==> config.mk <==
export PLATFORM = sky130hd
export DESIGN_NAME = seg7_scan_mux_flat
export DESIGN_NICKNAME = d
export VERILOG_FILES = /design/src/rtl/seg7_pkg.sv /design/src/rtl/seg7_scan_mux_if.sv /design/src/rtl/seg7_hex_dec.sv /design/src/rtl/seg7_scan_mux.sv /design/src/flat_wrapper.sv
export SDC_FILE = /design/constraint.sdc
export NUM_CORES = 1
export LEC_CHECK = 0
export CORE_UTILIZATION = 35
export DETAILED_ROUTE_END_ITERATION = 16
export SLEW_MARGIN = 5
export SYNTH_ARGS = -nofsm -noshare
export SYNTH_HDL_FRONTEND = slang
export SYNTH_HIERARCHICAL = 1
export SYNTH_SLANG_ARGS = --single-unit
export TNS_END_PERCENT = 50
==> constraint.sdc <==
create_clock -name clk -period 2.7 [get_ports clk]
set_clock_uncertainty 0.05 [all_clocks]
set_input_delay 0.54 -clock clk [delete_from_list [all_inputs] [get_ports clk]]
set_output_delay 0.54 -clock clk [all_outputs]
set_load 0.005 [all_outputs]
==> src/rtl/seg7_pkg.sv <==
// Shared constants and hex decode table for the seven-segment scan driver.
package seg7_pkg;

    localparam logic [6:0] SEG_BLANK = 7'b1111111;

    // Active-low {a,b,c,d,e,f,g}; entry n is glyph n.
    localparam logic [15:0][6:0] SEG_TABLE = {
        7'b0111000, 7'b0110000, 7'b1000010, 7'b0110001,
        7'b1100000, 7'b0001000, 7'b0000100, 7'b0000000,
        7'b0001111, 7'b0100000, 7'b0100100, 7'b1001100,
        7'b0000110, 7'b0010010, 7'b1001111, 7'b0000001
    };

    function automatic logic [6:0] hex_to_seg(input logic [3:0] nib);
        return SEG_TABLE[nib];
    endfunction

endpackage

==> src/rtl/seg7_scan_mux_if.sv <==
// Display-side bundle: digit data and controls in, segment/anode pins out.
interface seg7_scan_mux_if #(
    parameter int DIGITS = 4
);
    logic [4*DIGITS-1:0] data;
    logic [DIGITS-1:0]   dp;
    logic [DIGITS-1:0]   blank;
    logic                lzb;
    logic [3:0]          bright;
    logic                load;
    logic [6:0]          seg;
    logic                dp_n;
    logic [DIGITS-1:0]   an_n;
    logic                frame_done;

    modport master (
        output data, dp, blank, lzb, bright, load,
        input  seg, dp_n, an_n, frame_done
    );

    modport slave (
        input  data, dp, blank, lzb, bright, load,
        output seg, dp_n, an_n, frame_done
    );
endinterface

==> src/rtl/seg7_hex_dec.sv <==
// Combinational hex nibble to active-low segment decoder.
module seg7_hex_dec
    import seg7_pkg::*;
(
    input  logic [3:0] nib_i,
    output logic [6:0] seg_o
);
    assign seg_o = hex_to_seg(nib_i);
endmodule

==> src/rtl/seg7_scan_mux.sv <==
// Multiplexed common-anode display driver: double-buffered digits,
// leading-zero blanking, guard time and PWM brightness.
module seg7_scan_mux
    import seg7_pkg::*;
#(
    parameter int DIGITS   = 4,
    parameter int PRESCALE = 50000,
    parameter int GUARD    = 16
) (
    input  logic            clk,
    input  logic            resett,
    seg7_scan_mux_if.slave  bus
);
    localparam int CW = $clog2(PRESCALE);
    localparam int IW = $clog2(DIGITS);
    localparam logic [CW-1:0] CNT_LAST  = CW'(PRESCALE - 1);
    localparam logic [CW-1:0] CNT_GUARD = CW'(GUARD);
    localparam logic [IW-1:0] IDX_LAST  = IW'(DIGITS - 1);

    logic [CW-1:0]            cnt_q, cnt_d;
    logic [IW-1:0]            idx_q, idx_d;
    logic [3:0]               pwm_q;
    logic [DIGITS-1:0][3:0]   pend_data_q, act_data_q;
    logic [DIGITS-1:0]        pend_dp_q, act_dp_q;
    logic [DIGITS-1:0]        pend_blank_q, act_blank_q;
    logic [6:0]               seg_q, seg_d, dec_seg;
    logic                     dp_n_q, dp_n_d;
    logic [DIGITS-1:0]        an_n_q, an_n_d;
    logic                     fd_q, fd_d, tick;
    logic [DIGITS-1:0]        lz;
    logic                     allz, sup;

    always_comb begin
        tick  = (cnt_q == CNT_LAST);
        fd_d  = tick && (idx_q == IDX_LAST);
        cnt_d = tick ? '0 : cnt_q + 1'b1;
        idx_d = idx_q;
        if (tick) idx_d = fd_d ? '0 : idx_q + 1'b1;
    end

    // lz[i]: every active nibble from i upward is zero; digit 0 stays lit.
    always_comb begin
        lz   = '0;
        allz = 1'b1;
        for (int i = DIGITS - 1; i > 0; i--) begin
            allz  = allz && (act_data_q[i] == 4'h0);
            lz[i] = allz;
        end
    end

    seg7_hex_dec u_dec (
        .nib_i (act_data_q[idx_q]),
        .seg_o (dec_seg)
    );

    always_comb begin
        sup    = act_blank_q[idx_q] | (bus.lzb & lz[idx_q]);
        seg_d  = sup ? SEG_BLANK : dec_seg;
        dp_n_d = sup | ~act_dp_q[idx_q];
        an_n_d = '1;
        if (cnt_q >= CNT_GUARD && pwm_q <= bus.bright)
            an_n_d[idx_q] = 1'b0;
    end

    always_ff @(posedge clk or negedge resett) begin
        if (!resett) begin
            cnt_q        <= '0;
            idx_q        <= '0;
            pwm_q        <= '0;
            pend_data_q  <= '0;
            pend_dp_q    <= '0;
            pend_blank_q <= '0;
            act_data_q   <= '0;
            act_dp_q     <= '0;
            act_blank_q  <= '0;
            seg_q        <= SEG_BLANK;
            dp_n_q       <= 1'b1;
            an_n_q       <= '1;
            fd_q         <= 1'b0;
        end else begin
            cnt_q  <= cnt_d;
            idx_q  <= idx_d;
            pwm_q  <= pwm_q + 4'd1;
            seg_q  <= seg_d;
            dp_n_q <= dp_n_d;
            an_n_q <= an_n_d;
            fd_q   <= fd_d;
            // Frame end promotes the old pending set; a coincident load
            // lands in pending only.
            if (fd_d) begin
                act_data_q  <= pend_data_q;
                act_dp_q    <= pend_dp_q;
                act_blank_q <= pend_blank_q;
            end
            if (bus.load) begin
                pend_data_q  <= bus.data;
                pend_dp_q    <= bus.dp;
                pend_blank_q <= bus.blank;
            end
        end
    end

    assign bus.seg        = seg_q;
    assign bus.dp_n       = dp_n_q;
    assign bus.an_n       = an_n_q;
    assign bus.frame_done = fd_q;

endmodule

==> src/flat_wrapper.sv <==
// flat-port wrapper written by rule: the top's interface ports become plain ports
module seg7_scan_mux_flat import seg7_pkg::*;
#(
    parameter int DIGITS   = 4,
    parameter int PRESCALE = 50000,
    parameter int GUARD    = 16
)
  (clk, resett, bus_data, bus_dp, bus_blank, bus_lzb, bus_bright, bus_load, bus_seg, bus_dp_n, bus_an_n, bus_frame_done);
  seg7_scan_mux_if #(.DIGITS(DIGITS)) bus_i ();
  input  logic clk;
  input  logic resett;
  input wire logic [$bits(bus_i.data)-1:0] bus_data;
  input wire logic [$bits(bus_i.dp)-1:0] bus_dp;
  input wire logic [$bits(bus_i.blank)-1:0] bus_blank;
  input wire logic [$bits(bus_i.lzb)-1:0] bus_lzb;
  input wire logic [$bits(bus_i.bright)-1:0] bus_bright;
  input wire logic [$bits(bus_i.load)-1:0] bus_load;
  output wire logic [$bits(bus_i.seg)-1:0] bus_seg;
  output wire logic [$bits(bus_i.dp_n)-1:0] bus_dp_n;
  output wire logic [$bits(bus_i.an_n)-1:0] bus_an_n;
  output wire logic [$bits(bus_i.frame_done)-1:0] bus_frame_done;
  assign bus_i.data = bus_data;
  assign bus_i.dp = bus_dp;
  assign bus_i.blank = bus_blank;
  assign bus_i.lzb = bus_lzb;
  assign bus_i.bright = bus_bright;
  assign bus_i.load = bus_load;
  assign bus_seg = bus_i.seg;
  assign bus_dp_n = bus_i.dp_n;
  assign bus_an_n = bus_i.an_n;
  assign bus_frame_done = bus_i.frame_done;
  seg7_scan_mux #(.DIGITS(DIGITS), .PRESCALE(PRESCALE), .GUARD(GUARD)) u_core (.clk(clk), .resett(resett), .bus(bus_i));
endmodule
# Word-level counts from Yosys, hierarchy flattened
# Memories as Yosys holds them, arrays and structs flattened.
# Index checks and enable logic that the tools add are counted.
[classes]
n_bitwise = 5
magnitude_cmp = 5
mux = 15
add_sub_neg = 3
n_reduce_logical = 8
n_eq_ne = 2
[ops]
columns = ["operator", "count"]
rows = [
  ["$add A16 B1 Y16 const B", 1],
  ["$eq A16 B16 Y1 const B", 1],
  ["$ge A16 B5 Y1 const B", 1],
  ["$mux W16", 1],
  ["$mux W7", 2],
  ["$logic_not A4 Y1", 3],
  ["$bmux W4 S2", 1],
  ["$mux W4", 2],
  ["$bmux W1 S2", 3],
  ["$logic_and A1 B1 Y1", 5],
  ["$lt A4 B5 Y1 const B", 1],
  ["$add A4 B1 Y4 const B", 1],
  ["$le A4 B4 Y1", 1],
  ["$mux W1", 4],
  ["$not A4 Y4", 1],
  ["$lt A2 B3 Y1 const B", 1],
  ["$add A2 B1 Y2 const B", 1],
  ["$demux W1 S2", 1],
  ["$eq A2 B2 Y1 const B", 1],
  ["$ge A2 B1 Y1 const B", 1],
  ["$mux W2", 1],
  ["$or A1 B1 Y1", 2],
  ["$and A1 B1 Y1", 1],
  ["$not A1 Y1", 1],
]
[totals]
ff_bits = 83
rom_bits = 112
wordCells = 58
n_memories = 1
[mem_list]
columns = ["name", "depth", "width", "rd", "rd_ports_with_merged_regs", "write_ports", "line", "source"]
rows = [
  ["(name not given)", 16, 7, 1, 0, 0, "seg7_pkg.sv:15", "return SEG_TABLE[nib];"],
]

# Depth between registers and ports, before layout
[depth]
word_depth = 8
depth_mapped = 9
ltp_nobuf = 8

# Modules after synthesis
# The synthesis kept the hierarchy.
[by_module_without_submodules]
columns = ["module", "seq_area_each_um2", "area_each_um2", "instances", "cells_per_inst"]
rows = [
  ["seg7_scan_mux", 2092.0, 3667.3, 1, 262],
  ["seg7_hex_dec", 0.0, 269.0, 1, 33],
]

# Worst setup path before layout
# No wires, ideal clock.
[synth_timing]
kind = "flip-flop to flip-flop"
from = "register u_core.idx_q[0]"
to = "register u_core.seg_q[3], in the netlist u_core/bus.seg[3]"
setup_time_ns = 0.084
slack_ns = 0.485
path_buffers = 1
path_stages_with_launch = 9
arrival_ns = 2.081
cell_sequence = "dfrtp_1 -> buf_2 -> mux4_2 -> inv_1 -> ha_1 -> inv_1 -> mux4_2 -> nor2_1 -> nand2_1"
[synth_between]
elab_chain_len = 5
elab_cells_between_ends = 11
classes_between = "mux: 8; bitwise: 2; memory: 1"
[synth_rtl]
columns = ["item", "line", "source"]
rows = [
  ["from (decl)", "seg7_scan_mux.sv:21", "logic [IW-1:0] idx_q, idx_d;"],
  ["from (signal assigned)", "seg7_scan_mux.sv:82", "idx_q <= idx_d;"],
  ["$bmux W4 S2", "seg7_scan_mux.sv:52", ".nib_i (act_data_q[idx_q]),"],
  ["$mux W4 (implied by the code)", "seg7_scan_mux.sv:52", ""],
  ["$mem_v2 Z16 W7", "--", ""],
  ["$mux W7 (implied by the code)", "seg7_pkg.sv:15", ""],
  ["net u_core.dec_seg[3]", "seg7_scan_mux.sv:26", "logic [6:0] seg_q, seg_d, dec_seg;"],
  ["$mux W7", "seg7_scan_mux.sv:58", "seg_d = sup ? SEG_BLANK : dec_seg;"],
  ["net u_core.seg_d[3]", "seg7_scan_mux.sv:26", ""],
  ["to (signal assigned)", "seg7_scan_mux.sv:84", "seg_q <= seg_d;"],
  ["to (decl)", "seg7_scan_mux.sv:26", ""],
]
# The timed path passes the listed nets, and every way through them passes these cells. The select of a mux whose other input is x is not followed.
# A chain may end at the register's enable or synchronous reset.

# Worst setup path after layout
[layout_timing]
from = "register u_core.idx_q[1]"
to = "register u_core.seg_q[3], in the netlist u_core/bus.seg[3]"
# The elaborated chain is that of the path after synthesis.

==> results.json <==
{
  "outcome": "completed",
  "drc": 0,
  "slowest_stage": "dfrtp_1",
  "grt_setup_unrepaired": "no",
  "pwr-share-clk_pct": 38.1,
  "wl_per_cell_um": 13.8,
  "cp-start-kind": "register",
  "final_cells": 490,
  "htree_levels": 3,
  "clkTransAtPathRegs_ns": 0.10,
  "cap_violations": 0,
  "pwr-share-seq_pct": 56.4,
  "max_stage_delay_ns": 0.60,
  "antenna_found_initial": 0,
  "postCtsSetupBuffers": 0,
  "cts-resized-gates": 0,
  "ir_drop_mv": 0.210,
  "power_density_nw_per_um2": 489,
  "area_delta_synth_final_pct": 19.8,
  "ys_types": 40,
  "die-area_um2": 11700,
  "vias": 2343,
  "ctsHoldBuffers": 0,
  "fillers": 1024,
  "cts_made_buffers": 9,
  "p_leak_uw": 0.00216,
  "path_cells": "mux4_2 -> inv_1 -> ha_1 -> inv_1 -> mux4_2 -> nor2_1 -> nand2_1",
  "min_path_type": "primary input to async pin",
  "cp_max_fo": 11,
  "cts_tree": "built",
  "insertion_delay_ns": 0.36,
  "syn-instance-count": 295,
  "drtIter0Drc": 103,
  "synth_common_cells": "dfrtp_1, mux2_2, nor2_1",
  "avgSynthCellArea_um2": 13.3,
  "viasPerCell": 4.78,
  "yosysSeqAreaShare_pct": 53.1,
  "end_kind": "register",
  "dpl.hpwl_um": 4760,
  "p_switching_uw": 578,
  "place_congestion": 0.762,
  "switching_share_pct": 25.1,
  "setup_viol": 0,
  "postRouteAntennaNets": 0,
  "grt_pass1_wl_um": 11400,
  "clk_path_buf_depth": 2,
  "min_period_over_period_pct": 79.8,
  "fp.dieH_um": 108,
  "worst_pin_slew_ns": 0.503,
  "cts-root-buf": "clkbuf_8",
  "p_int_uw": 1730,
  "synth_fp_nets": 345,
  "synth_top_area_cell": "dfrtp_1",
  "slew_headroom_pct": 66.5,
  "synthArstFlopShare_pct": 100,
  "track_usage_pct": 12.9,
  "hold_violations": 0,
  "start_util_pct": 36.2,
  "yosysWarningCount": 6,
  "nets": 395,
  "design.portCount": 45,
  "yosys-top-cells-area": "dfrtp_1, mux2_2, dfstp_2, mux2_4, ha_1",
  "arrival_ns": 2.38,
  "synthesis.area_um2": 3940,
  "final_cell_area_um2": 4720,
  "clkSinkCount": 83,
  "ys_seq_elements": 83,
  "min_period_ns": 2.15,
  "dieWidth_um": 108,
  "fin_setup_tns_ns": 0,
  "numPlacedInstances": 474,
  "comb_power_share_pct": 5.5,
  "p_total_uw": 2310,
  "netlist.area_leader.share_pct": 45.1,
  "rows": 38,
  "grt_max_degree": 46,
  "placedInstanceArea_um2": 4520,
  "maxSlewViolCount": 0,
  "totalWireLength_um": 6760,
  "overflow": 0,
  "path_class": "register to register",
  "clock.fmax_mhz": 464,
  "grt_pass1_vias": 2293,
  "core_um2": 10900,
  "synth_edf_count": 0,
  "drt-pass1-iter-count": 4,
  "drive_gt1_share_pct": 27.7,
  "synth_most_common_cell": "dfrtp_1",
  "synth_ff_type": "dfrtp_1",
  "cp.required_ns": 2.93,
  "antenna_cells": 0,
  "io_buffers": 44
}
[worst max-delay path, delay by kind of cell, from the launching register on]
kind	cells	cell delay [ns]
muxes	2	0.81
DFF	1	0.60
adders and majority gates	1	0.29
and+or+nand+nor	2	0.17
buffers and inverters	2	0.16
[stage by stage]
step	utilization, %	setup WS, ns	hold WS [ns]
after floorplan	-	0.485	0.194
after global placement	41.5	0.640	0.414
after detailed placement	41.5	0.557	0.420
after CTS	43.3	0.541	0.0895
after global routing	43.3	0.439	0.103
final	43.3	0.546	0.0926
[registers in the layout, indices dropped and copies added (netlist names), 7 cells and up]
register,cells
u_core/cnt_q,16
u_core/act_data_q,16
u_core/pend_data_q,16
u_core/bus.seg,7
[per-layer routing]
metal / part of all wire, % / track usage, % / vias to the layer above / wire length, um
met5: 0 / 0 / - / 0
met4: 1.6 / 5.28 / 0 / 110
met3: 3.4 / 3.13 / 9 / 227
met2: 44 / 18.4 / 36 / 2980
met1: 51 / 18.5 / 1169 / 3440
li1: - / - / 1129 / -
[power by group through the flow]
stage | registers (uW) | clock network, uW | logic (uW)
2_1_floorplan | 1320 | 0 | 49.6
3_3_place_gp | 1330 | 0 | 128
3_5_place_dp | 1330 | 0 | 130
4_1_cts | 1300 | 924 | 131
5_1_grt | 1310 | 967 | 141
6_report | 1300 | 877 | 127
[final timing paths]
kind / startpoint / end / slack [ns] / cells after the start
min in group clk: u_core/pwm_q[3]$_DFF_PN0_ / u_core/pwm_q[3]$_DFF_PN0_ / 0.43 / 1
max in group asynchronous: resett / u_core/bus.seg[3]$_DFF_PN1_ / 1.84 / 2
setup / recovery: u_core/idx_q[1]$_DFFE_PN0N_ / u_core/bus.seg[3]$_DFF_PN1_ / 0.55 / 7
hold reg to reg: u_core/pwm_q[3]$_DFF_PN0_ / u_core/pwm_q[3]$_DFF_PN0_ / 0.43 / 1
setup reg to reg: u_core/idx_q[1]$_DFFE_PN0N_ / u_core/bus.seg[3]$_DFF_PN1_ / 0.55 / 7
hold / removal: resett / u_core/pend_data_q[4]$_DFFE_PN0P_ / 0.09 / 1
[kinds of logic (layout without fill, tap and decap cells)]
logic type / count (synthesis) / after routing / share of synthesized area (%)
flip-flops: 83 / 83 / 53.1
AND/OR/NAND/NOR: 76 / 76 / 10.3
multiplexers: 63 / 63 / 21.6
buffers and inverters: 27 / 82 / 3.81
adder cells (fa/ha/maj): 18 / 18 / 5.72
AO/OA/AOI/OAI: 14 / 14 / 2.29
XOR/XNOR: 14 / 14 / 3.12
[cells in the final DEF, fill, tap and decap left out, drive strengths merged, types with 3 or more instances in the layout]
| master | instances |
|---|---|
| mux4 | 7 |
| inv | 21 |
| clkdlybuf4s50 | 43 |
| mux2 | 49 |
| xor2 | 7 |
| dfrtp | 71 |
| nand2 | 15 |
| ha | 18 |
| xnor2 | 7 |
| mux2i | 7 |
| buf | 7 |
| nand4 | 5 |
| dfstp | 12 |
| and4 | 4 |
| nor2 | 22 |
| clkbuf | 9 |
| o21ai | 5 |
| nand3 | 12 |
| or3 | 3 |
| nor4 | 5 |
| a21oi | 3 |
[layout make-up]
cell class / instances / area (um^2) / share of cell area, %
clock inverters: 7 / 76.3 / 1.62
repair buffers: 50 / 495 / 10.5
multi-input cells: 185 / 1690 / 35.9
inverters: 16 / 60.1 / 1.27
clock buffers: 9 / 124 / 2.63
flip-flops and latches: 83 / 2090 / 44.4
well taps: 140 / 175 / 3.71
(Power assumes the default switching activity.)
